### config.mk
export PLATFORM = sky130hd
export DESIGN_NAME = repetition_matcher
export DESIGN_NICKNAME = d
export VERILOG_FILES = /design/src/rtl/rep_pkg.sv /design/src/rtl/rep_channel.sv /design/src/rtl/repetition_matcher.sv
export SDC_FILE = /design/constraint.sdc
export NUM_CORES = 1
export LEC_CHECK = 0
export CORE_ASPECT_RATIO = 0.7
export CORE_MARGIN = 3
export CORE_UTILIZATION = 45
export DETAILED_ROUTE_END_ITERATION = 8
export GPL_TIMING_DRIVEN = 0
export SLEW_MARGIN = 5
export SYNTH_ARGS = -nofsm -noshare
export SYNTH_HDL_FRONTEND = slang
export SYNTH_HIERARCHICAL = 1
export SYNTH_SLANG_ARGS = --single-unit
### constraint.sdc
create_clock -name clk -period 5.6 [get_ports clk]
set_clock_uncertainty 0.15 [all_clocks]
set_input_delay 1.12 -clock clk [delete_from_list [all_inputs] [get_ports clk]]
set_output_delay 1.12 -clock clk [all_outputs]
set_load 0.05 [all_outputs]
### src/rtl/rep_pkg.sv
// Shared types and helpers for the repetition matcher.
package rep_pkg;

    // Per-channel recognition mode.
    typedef enum logic {
        REP_CONSEC = 1'b0,
        REP_GOTO   = 1'b1
    } rep_mode_e;

    // Goto-window state.
    typedef enum logic {
        REP_IDLE  = 1'b0,
        REP_ARMED = 1'b1
    } rep_state_e;

    // Width needed to hold any count from 0 to max_count inclusive.
    function automatic int rep_cw(input int max_count);
        return $clog2(max_count + 1);
    endfunction

endpackage

### src/rtl/rep_channel.sv
// One repetition-matcher channel: consecutive run counter plus goto window FSM.
module rep_channel
    import rep_pkg::*;
#(
    parameter int CW = 4,
    parameter int TW = 8
) (
    input  logic          clk,
    input  logic          rst_n,
    input  logic          i_ev,
    input  logic          i_start,
    input  logic          i_mode,
    input  logic [CW-1:0] i_count,
    input  logic [TW-1:0] i_timeout,
    output logic          o_match,
    output logic          o_timeout,
    output logic          o_busy
);

    rep_state_e    r_state,  w_state_nx;
    rep_mode_e     r_mode;
    rep_mode_e     w_mode;
    logic [CW-1:0] r_run,    w_run_nx;
    logic [CW-1:0] r_hits,   w_hits_nx;
    logic [CW-1:0] r_target, w_target_nx;
    logic [TW-1:0] r_wait,   w_wait_nx;
    logic          r_match,  w_match_nx;
    logic          r_timeout, w_timeout_nx;

    logic [CW:0]   w_run_inc;
    logic [CW:0]   w_hits_inc;
    logic [TW:0]   w_wait_inc;
    logic [TW-1:0] w_wait_sat;
    logic          w_hit_done;
    logic          w_expire;

    assign w_mode     = rep_mode_e'(i_mode);
    // One bit of headroom so run+1 / hits+1 / wait+1 never wrap in the compares.
    assign w_run_inc  = {1'b0, r_run} + (CW+1)'(1);
    assign w_hits_inc = {1'b0, r_hits} + (CW+1)'(1);
    assign w_wait_inc = {1'b0, r_wait} + (TW+1)'(1);
    assign w_wait_sat = (&r_wait) ? r_wait : w_wait_inc[TW-1:0];
    assign w_hit_done = i_ev && (w_hits_inc == {1'b0, r_target});
    assign w_expire   = (i_timeout != '0) && (w_wait_inc == {1'b0, i_timeout});

    // State register and all counters; outputs are these registers directly.
    always_ff @(posedge clk or negedge rst_n) begin
        if (!rst_n) begin
            r_state   <= REP_IDLE;
            r_mode    <= REP_CONSEC;
            r_run     <= '0;
            r_hits    <= '0;
            r_target  <= '0;
            r_wait    <= '0;
            r_match   <= 1'b0;
            r_timeout <= 1'b0;
        end else begin
            r_state   <= w_state_nx;
            r_mode    <= w_mode;
            r_run     <= w_run_nx;
            r_hits    <= w_hits_nx;
            r_target  <= w_target_nx;
            r_wait    <= w_wait_nx;
            r_match   <= w_match_nx;
            r_timeout <= w_timeout_nx;
        end
    end

    // Next-state, counter updates and pulse generation.
    always_comb begin
        w_state_nx   = r_state;
        w_run_nx     = r_run;
        w_hits_nx    = r_hits;
        w_target_nx  = r_target;
        w_wait_nx    = r_wait;
        w_match_nx   = 1'b0;
        w_timeout_nx = 1'b0;

        if ((i_count == '0) || (w_mode != r_mode)) begin
            // Disabled channel or mode switch: drop everything silently.
            w_state_nx  = REP_IDLE;
            w_run_nx    = '0;
            w_hits_nx   = '0;
            w_target_nx = '0;
            w_wait_nx   = '0;
        end else if (w_mode == REP_CONSEC) begin
            w_state_nx  = REP_IDLE;
            w_hits_nx   = '0;
            w_target_nx = '0;
            w_wait_nx   = '0;
            if (i_ev) begin
                // >= so a lowered count mid-run still fires instead of running away.
                if (w_run_inc >= {1'b0, i_count}) begin
                    w_match_nx = 1'b1;
                    w_run_nx   = '0;
                end else begin
                    w_run_nx   = w_run_inc[CW-1:0];
                end
            end else begin
                w_run_nx = '0;
            end
        end else begin
            w_run_nx = '0;
            unique case (r_state)
                REP_IDLE: begin
                    if (i_start) begin
                        w_state_nx  = REP_ARMED;
                        w_target_nx = i_count;
                        w_hits_nx   = '0;
                        w_wait_nx   = '0;
                    end
                end
                REP_ARMED: begin
                    if (w_hit_done) begin
                        // Completion beats both expiry and a coincident restart.
                        w_match_nx = 1'b1;
                        w_hits_nx  = '0;
                        w_wait_nx  = '0;
                        if (i_start) begin
                            w_target_nx = i_count;
                        end else begin
                            w_state_nx = REP_IDLE;
                        end
                    end else if (i_start) begin
                        // Restart abandons the current window without a pulse.
                        w_target_nx = i_count;
                        w_hits_nx   = '0;
                        w_wait_nx   = '0;
                    end else if (w_expire) begin
                        w_timeout_nx = 1'b1;
                        w_state_nx   = REP_IDLE;
                        w_hits_nx    = '0;
                        w_wait_nx    = '0;
                    end else begin
                        if (i_ev) begin
                            w_hits_nx = w_hits_inc[CW-1:0];
                        end
                        w_wait_nx = w_wait_sat;
                    end
                end
                default: begin
                    w_state_nx = REP_IDLE;
                end
            endcase
        end
    end

    assign o_match   = r_match;
    assign o_timeout = r_timeout;
    assign o_busy    = (r_state == REP_ARMED);

endmodule

### src/rtl/repetition_matcher.sv
// Multi-channel repetition detector: one rep_channel per channel plus config slicing.
module repetition_matcher
    import rep_pkg::*;
#(
    parameter int NUM_CH    = 4,
    parameter int MAX_COUNT = 15,
    parameter int TW        = 8
) (
    input  logic                                  clk,
    input  logic                                  rst_n,
    input  logic [NUM_CH-1:0]                     ev,
    input  logic [NUM_CH-1:0]                     start,
    input  logic [NUM_CH-1:0]                     cfg_mode,
    input  logic [NUM_CH*rep_cw(MAX_COUNT)-1:0]   cfg_count,
    input  logic [TW-1:0]                         cfg_timeout,
    output logic [NUM_CH-1:0]                     match,
    output logic [NUM_CH-1:0]                     timeout,
    output logic [NUM_CH-1:0]                     busy
);

    localparam int CW = rep_cw(MAX_COUNT);

    for (genvar gi = 0; gi < NUM_CH; gi++) begin : g_ch
        logic [CW-1:0] w_count;

        assign w_count = cfg_count[gi*CW +: CW];

        rep_channel #(
            .CW (CW),
            .TW (TW)
        ) u_ch (
            .clk       (clk),
            .rst_n     (rst_n),
            .i_ev      (ev[gi]),
            .i_start   (start[gi]),
            .i_mode    (cfg_mode[gi]),
            .i_count   (w_count),
            .i_timeout (cfg_timeout),
            .o_match   (match[gi]),
            .o_timeout (timeout[gi]),
            .o_busy    (busy[gi])
        );
    end

endmodule

Yosys cells after proc, flatten, opt, wreduce, memory -nomap -nowiden

Cells that the tools add are included.

$add $sub $neg: 12
$lt $le $gt $ge: 4
Equality and inequality tests: 28
Muxes and demuxes: 168
Bitwise gates (word level): 4
Reduce and logical (&&, ||, !) cells: 29

Operators by type and width:

| operator                                                        | number |
|---|---|
| 4-bit 2-to-1 mux                                                | 56 |
| 8-bit 2-to-1 mux                                                | 28 |
| 1-bit 2-to-1 mux                                                | 72 |
| 8-bit case mux with 2 select lines                              | 4 |
| 7-bit != test, second input constant                            | 8 |
| 4-bit by 1-bit adder with 5-bit output, second input constant   | 8 |
| 8-bit by 1-bit adder with 9-bit output, second input constant   | 4 |
| 9-bit by 8-bit equality test with 1-bit output                  | 4 |
| 4-bit case mux with 2 select lines                              | 4 |
| 8-bit AND reduction                                             | 4 |
| 5-bit by 4-bit equality test with 1-bit output                  | 4 |
| 5-bit by 4-bit >= comparator with 1-bit output                  | 4 |
| 4-bit zero test                                                 | 4 |
| 4-bit by 3-bit != test with 1-bit output, second input constant | 4 |
| 2-bit AND reduction                                             | 8 |
| 3-bit by 2-bit != test with 1-bit output, second input constant | 4 |
| 1-bit logical AND                                               | 8 |
| 1-bit case mux with 2 select lines                              | 4 |
| 8-bit nonzero test                                              | 1 |
| 1-bit logical OR                                                | 4 |
| 1-bit != test                                                   | 4 |
| 1-bit inverter                                                  | 4 |

Register bits after elaboration: 96
Input bits: 38
Output and inout port bits: 12
Word-level logic and storage cells: 277

Longest topological paths before layout

Depth in word-level cells: 9
Mapped depth: 9
Depth with buffers taken out: 8

Modules after synthesis

The synthesis kept the hierarchy.

Modules (own cells, without submodules):

| module                          | times used | cells an instance | area each (um2) | seq. area each (um2) |
|---|---|---|---|---|
| rep_channel at g_ch[0].u_ch ... | 3          | 182               | 1669.1          | 600.6 |
| rep_channel at g_ch[3].u_ch     | 1          | 178               | 1666.6          | 600.6 |

Worst setup path before layout

Ideal clock, no wire load.

Path type: input to register
From: input port cfg_timeout[5]
To: register g_ch[0].u_ch.r_hits[2]
Library setup time: 126 ps
Arrival: 2776 ps
Required time: 5324 ps
Path slack: 2548 ps
Stages on the path: 7
Path buffers: 0
Cell sequence: xnor2_1 > or3_1 > a22o_1 > nor4b_4 > nand4_2 > and3_4 > a221o_1

Word-level cells in the longest chain between the ends: 8
Elaborated cells on any way between the ends: 11
Classes of those cells: eq/ne (2); mux (6); reduce/logical (3)

RTL lines:

| what                                                                                 | line                     | source |
|---|---|---|
| from (decl)                                                                          | repetition_matcher.sv:15 | `input logic [TW-1:0] cfg_timeout,` |
| 9-bit by 8-bit equality test with 1-bit output or 8-bit nonzero test (tied branches) | rep_channel.sv:44        | `assign w_expire = (i_timeout != '0) && (w_wait_inc == {1'b0, i_timeout});` |
| 1-bit logical AND (*)                                                                | rep_channel.sv:44        |  |
| 4-bit 2-to-1 mux                                                                     | rep_channel.sv:129       | `end else if (w_expire) begin` |
| 4-bit 2-to-1 mux                                                                     | rep_channel.sv:124       | `end else if (i_start) begin` |
| 4-bit 2-to-1 mux                                                                     | rep_channel.sv:114       | `if (w_hit_done) begin` |
| 4-bit case mux with 2 select lines                                                   | rep_channel.sv:104       | `unique case (r_state)` |
| 4-bit 2-to-1 mux                                                                     | rep_channel.sv:86        | `end else if (w_mode == REP_CONSEC) begin` |
| 4-bit 2-to-1 mux                                                                     | rep_channel.sv:79        | `if ((i_count == '0) \|\| (w_mode != r_mode)) begin` |
| to (signal assigned)                                                                 | rep_channel.sv:61        | `r_hits <= w_hits_nx;` |
| to (decl)                                                                            | rep_channel.sv:24        | `logic [CW-1:0] r_hits, w_hits_nx;` |

Mark *: on every way between the ends. The rest lies on a longest branch, timed or not.
A chain may end at the register's enable or synchronous reset.

Worst setup path in the final report

From: input port cfg_timeout[3]
To: register g_ch[1].u_ch.r_wait[0]

Word-level cells in the longest chain between the ends: 8
Elaborated cells on any way between the ends: 11
Classes of those cells: eq/ne (2); mux (6); reduce/logical (3)

RTL lines:

| what                                                                                 | line               | source |
|---|---|---|
| 9-bit by 8-bit equality test with 1-bit output or 8-bit nonzero test (tied branches) | rep_channel.sv:44  |  |
| 1-bit logical AND (*)                                                                | rep_channel.sv:44  |  |
| 8-bit 2-to-1 mux                                                                     | rep_channel.sv:129 |  |
| 8-bit 2-to-1 mux                                                                     | rep_channel.sv:124 |  |
| 8-bit 2-to-1 mux                                                                     | rep_channel.sv:114 |  |
| 8-bit case mux with 2 select lines                                                   | rep_channel.sv:104 |  |
| 8-bit 2-to-1 mux                                                                     | rep_channel.sv:86  |  |
| 8-bit 2-to-1 mux                                                                     | rep_channel.sv:79  |  |
| to (signal assigned)                                                                 | rep_channel.sv:63  | `r_wait <= w_wait_nx;` |
| to (decl)                                                                            | rep_channel.sv:26  | `logic [TW-1:0] r_wait, w_wait_nx;` |

Marks and branches as above.

==> impl_results.md <==
- Rel. slew slack: 46.61%
- Hold WC Path Type: reg -> reg
- Avg Cell Area, Syn: 9.218 um2
- Via count: 5,544
- Fillers: 1,261
- Compound-cell area share of the yosys netlist: 16.10%
- Total power: 1.467 mW
- Placeable Area: 14,190 um2
- Largest net degree at the start of global routing: 54
- Boundary Pins: 50
- Placement Cell Area: 7427 um2
- Setup crit start kind: input pin
- Req. time, crit path: 5690 ps
- Sequential Power Share: 48.7%
- Full die area: 16,350 um2
- Vias in the first global route: 5,243
- Max FO, Critical Path: 20
- Total CTS buffers: 9
- Die X: 151.6 um
- Simple-gate share of the synthesized area: 26.49%
- Clock slew at reported path FFs: 60 ps
- Worst vdd ir: 0.0001387 V
- Die height: 107.9 um
- Leak Pwr: 3.319 nW
- Cell row count: 36
- Synth Area in XOR/XNOR: 9.168%
- Register Area: 2402 um2
- Drt pass-1 iters: 5
- Main flop type after synthesis: dfrtp_1
- #FFs+latches synth: 96
- Post-synth ARST share: 100.0%
- Fmax: 265.6 MHz
- Post-DP HPWL: 11,350 um
- Crit end category: flop
- Critical setup path kind: in -> reg
- Mapped Cells: 724
- Combinational power share: 11.7%
- R2r startpoint: g_ch[1].u_ch/r_wait[1]$_DFFE_PN0P_
- Fin crit share: 67.24%
- Sequential share of the synthesized area: 36.00%
- Drt via density: 5.663
- Number of synthesis warnings: 6
- Max cap viols: 0
- 1st-iter DRT viols: 314
- Fin nets: 851
- First-pass GRT wire length: 25,950 um
- Leading cell types in the layout, fill and taps excluded: 96 x dfrtp_1, 66 x nand3_1, 56 x nand2_1
- Post-route setup slack: 1834 ps
- Design area: 7701 um2
- PwrDens: 190.5 nW/um2
- Antenna diodes: 0
- CTS Sinks: 96
- Area share of fa/ha/maj cells after synthesis: 5.249%
- Clock network power share: 39.5%
- RSZ-0062 raised after global routing: false
- Slowest stage delay, CP: 990 ps
- CTS tree: done
- Cell Int Power: 1.099 mW
- R2R Setup Slk: 2650 ps
- Synth unique cells: 68
- Layout cells sized above 1: 10.65%
- Area delta synth->final: 15.39%
- PortBufs: 49
- Gr ovfl total: 0
- Worst Setup SP: cfg_timeout[3]
- Initial Util: 47.04%
- Most common cell after layout, fill and taps aside: dfrtp_1
- Synth area leader: dfrtp_1
- Per-cell routed wire length: 15.54 um
- FF-to-FF End: g_ch[1].u_ch/r_wait[0]$_DFFE_PN0P_
- Area contributors post-synth: dfrtp_1 36%, ha_1 5.2%, nand3_1 4.9%
- Pre-CTS setup slack: 1453 ps
- DRT antenna net count: 0
- Clock tree buffer depth: 2
- Sw Share: 25.09%
- Drt total wl: 15,210 um
- Yosys top cell area share: 36.00%
- Syn_nets: 790
- Tmin final: 3766 ps
- Status: finished, final reports clean
- Routability cong.: 0.8465
- Post-CTS sizing: 0
- Initial antenna violation count: 0
- Slew Viols, Final: 0
- Area taken by multi-input logic gates: 3909 um2
- Worst-margin pin slew: 798.3 ps
- Setup TNS: 0 ps
- Fin cells: 979
- Hold_sp: g_ch[3].u_ch/r_run[0]$_DFF_PN0_
- Mapped cell area: 6674 um2
- Critical path arrival: 3860 ps
- Setup bufs post-CTS: 0
- EDFF count, synth: 0
- Switching Power: 368.1 uW
- Htree depth: 3
- Hold buffer count at CTS: 0
- R2R depth: 8
- Crit path capture: g_ch[1].u_ch/r_wait[0]$_DFFE_PN0P_
- Number of remaining DRC errors: 0
- Mux share of post-synthesis cell area: 1.556%
- CTS Root Cell: clkbuf_16
- Placed insts: 964
- Largest family of logic cells by synthesized area: simple AND/OR/NAND/NOR gates
- Gr usage total: 19.71%
- Worst skew pair latency: 350 ps
- Crit path max-delay cell type: clkdlybuf4s50_1
- # setup viols final: 0
- Final Hold Vio Count: 0
- Critical-path cell list: clkdlybuf4s50_1 -> nor4_1 -> a311o_1 -> a21oi_1 -> nor4b_4 -> a31oi_2 -> and2_4 -> mux2_2
==> Yosys cell counts (8+ instances only) <==
master     n
nor2b_1   19
nor4_1    13
nand4_1   15
a22o_1    13
a31oi_1   15
a21boi_1  12
a21oi_1    8
nand2_1   56
xnor2_1   36
o31ai_1   11
dfrtp_1   96
inv_1     46
nor3_1     9
xor2_1    32
nor2_1    44
buf_2      8
nand3_1   66
o21ai_0   27
nand2b_1  11
buf_4      9
ha_1      28
==> state kept, by name (all words and copies together), names as in the netlist <==
| name | count |
|---|---|
| g_ch.u_ch/o_busy | 4 |
| g_ch.u_ch/o_match | 4 |
| g_ch.u_ch/o_timeout | 4 |
| g_ch.u_ch/r_hits | 16 |
| g_ch.u_ch/r_mode | 4 |
| g_ch.u_ch/r_run | 16 |
| g_ch.u_ch/r_target | 16 |
| g_ch.u_ch/r_wait | 32 |
==> critical path: cells and delay by family <==
family | cells | cell delay (ps)
multiplexers | 1 | 260
buffers and inverters | 1 | 990
AO/OA/AOI/OAI | 3 | 710
AND/OR/NAND/NOR | 3 | 770
==> metrics by stage <==
stage | hold slack, ps | utilization [%]
floorplan | 307.6 | -
global placement | 336.7 | 52.17
detailed placement | 344.1 | 52.35
CTS | 353.2 | 54.28
global route | 385.0 | 54.28
finish | 344.7 | 54.28
==> final cells by class <==
type,count,share of cell area (%)
clock inverters,3,0.2275
well taps,190,3.087
repair buffers,50,6.694
flip-flops and latches,96,31.19
multi-input cells,555,50.76
inverters,46,2.242
plain buffers,27,2.470
clock buffers,12,3.331
==> metal layers <==
layer / routed length [um] / GRT usage (%) / part of all wire [%]
met4: 170 / 5.577 / 1.1
met5: 0 / 0 / 0
met1: 7800 / 29.53 / 51
met3: 765 / 4.082 / 5.0
met2: 6475 / 28.59 / 43
==> logic make-up (layout without fill, tap and decap cells) <==
group                      count (synthesis)  after routing
and+or+nand+nor                          301            301
DFF                                       96             96
xor gates and xnor gates                  69             69
buffers and inverters                     73            138
AOI/OAI and AO/OA                        147            147
adders and majority gates                 28             28
muxes                                     10             10
==> power by group through the flow <==
stage / combinational (mW) / clock, mW / sequential (mW)
global route: 0.192 / 0.627 / 0.717
finish: 0.172 / 0.580 / 0.715
floorplan: 0.0835 / 0 / 0.732
CTS: 0.174 / 0.606 / 0.715
detailed placement: 0.173 / 0 / 0.728
global placement: 0.168 / 0 / 0.728
==> how the worst min path moves through the flow <==
stage / to / slack [ps] / cells after the start
floorplan: g_ch[0].u_ch/r_run[0]$_DFF_PN0_ / 310 / 1
global placement: g_ch[3].u_ch/r_run[0]$_DFF_PN0_ / 340 / 1
detailed placement: g_ch[1].u_ch/r_target[3]$_DFFE_PN0P_ / 340 / 2
CTS: g_ch[1].u_ch/r_run[0]$_DFF_PN0_ / 350 / 1
global route: g_ch[2].u_ch/r_target[0]$_DFFE_PN0P_ / 380 / 2
finish: g_ch[3].u_ch/r_run[0]$_DFF_PN0_ / 340 / 1
(Power assumes the default switching activity.)
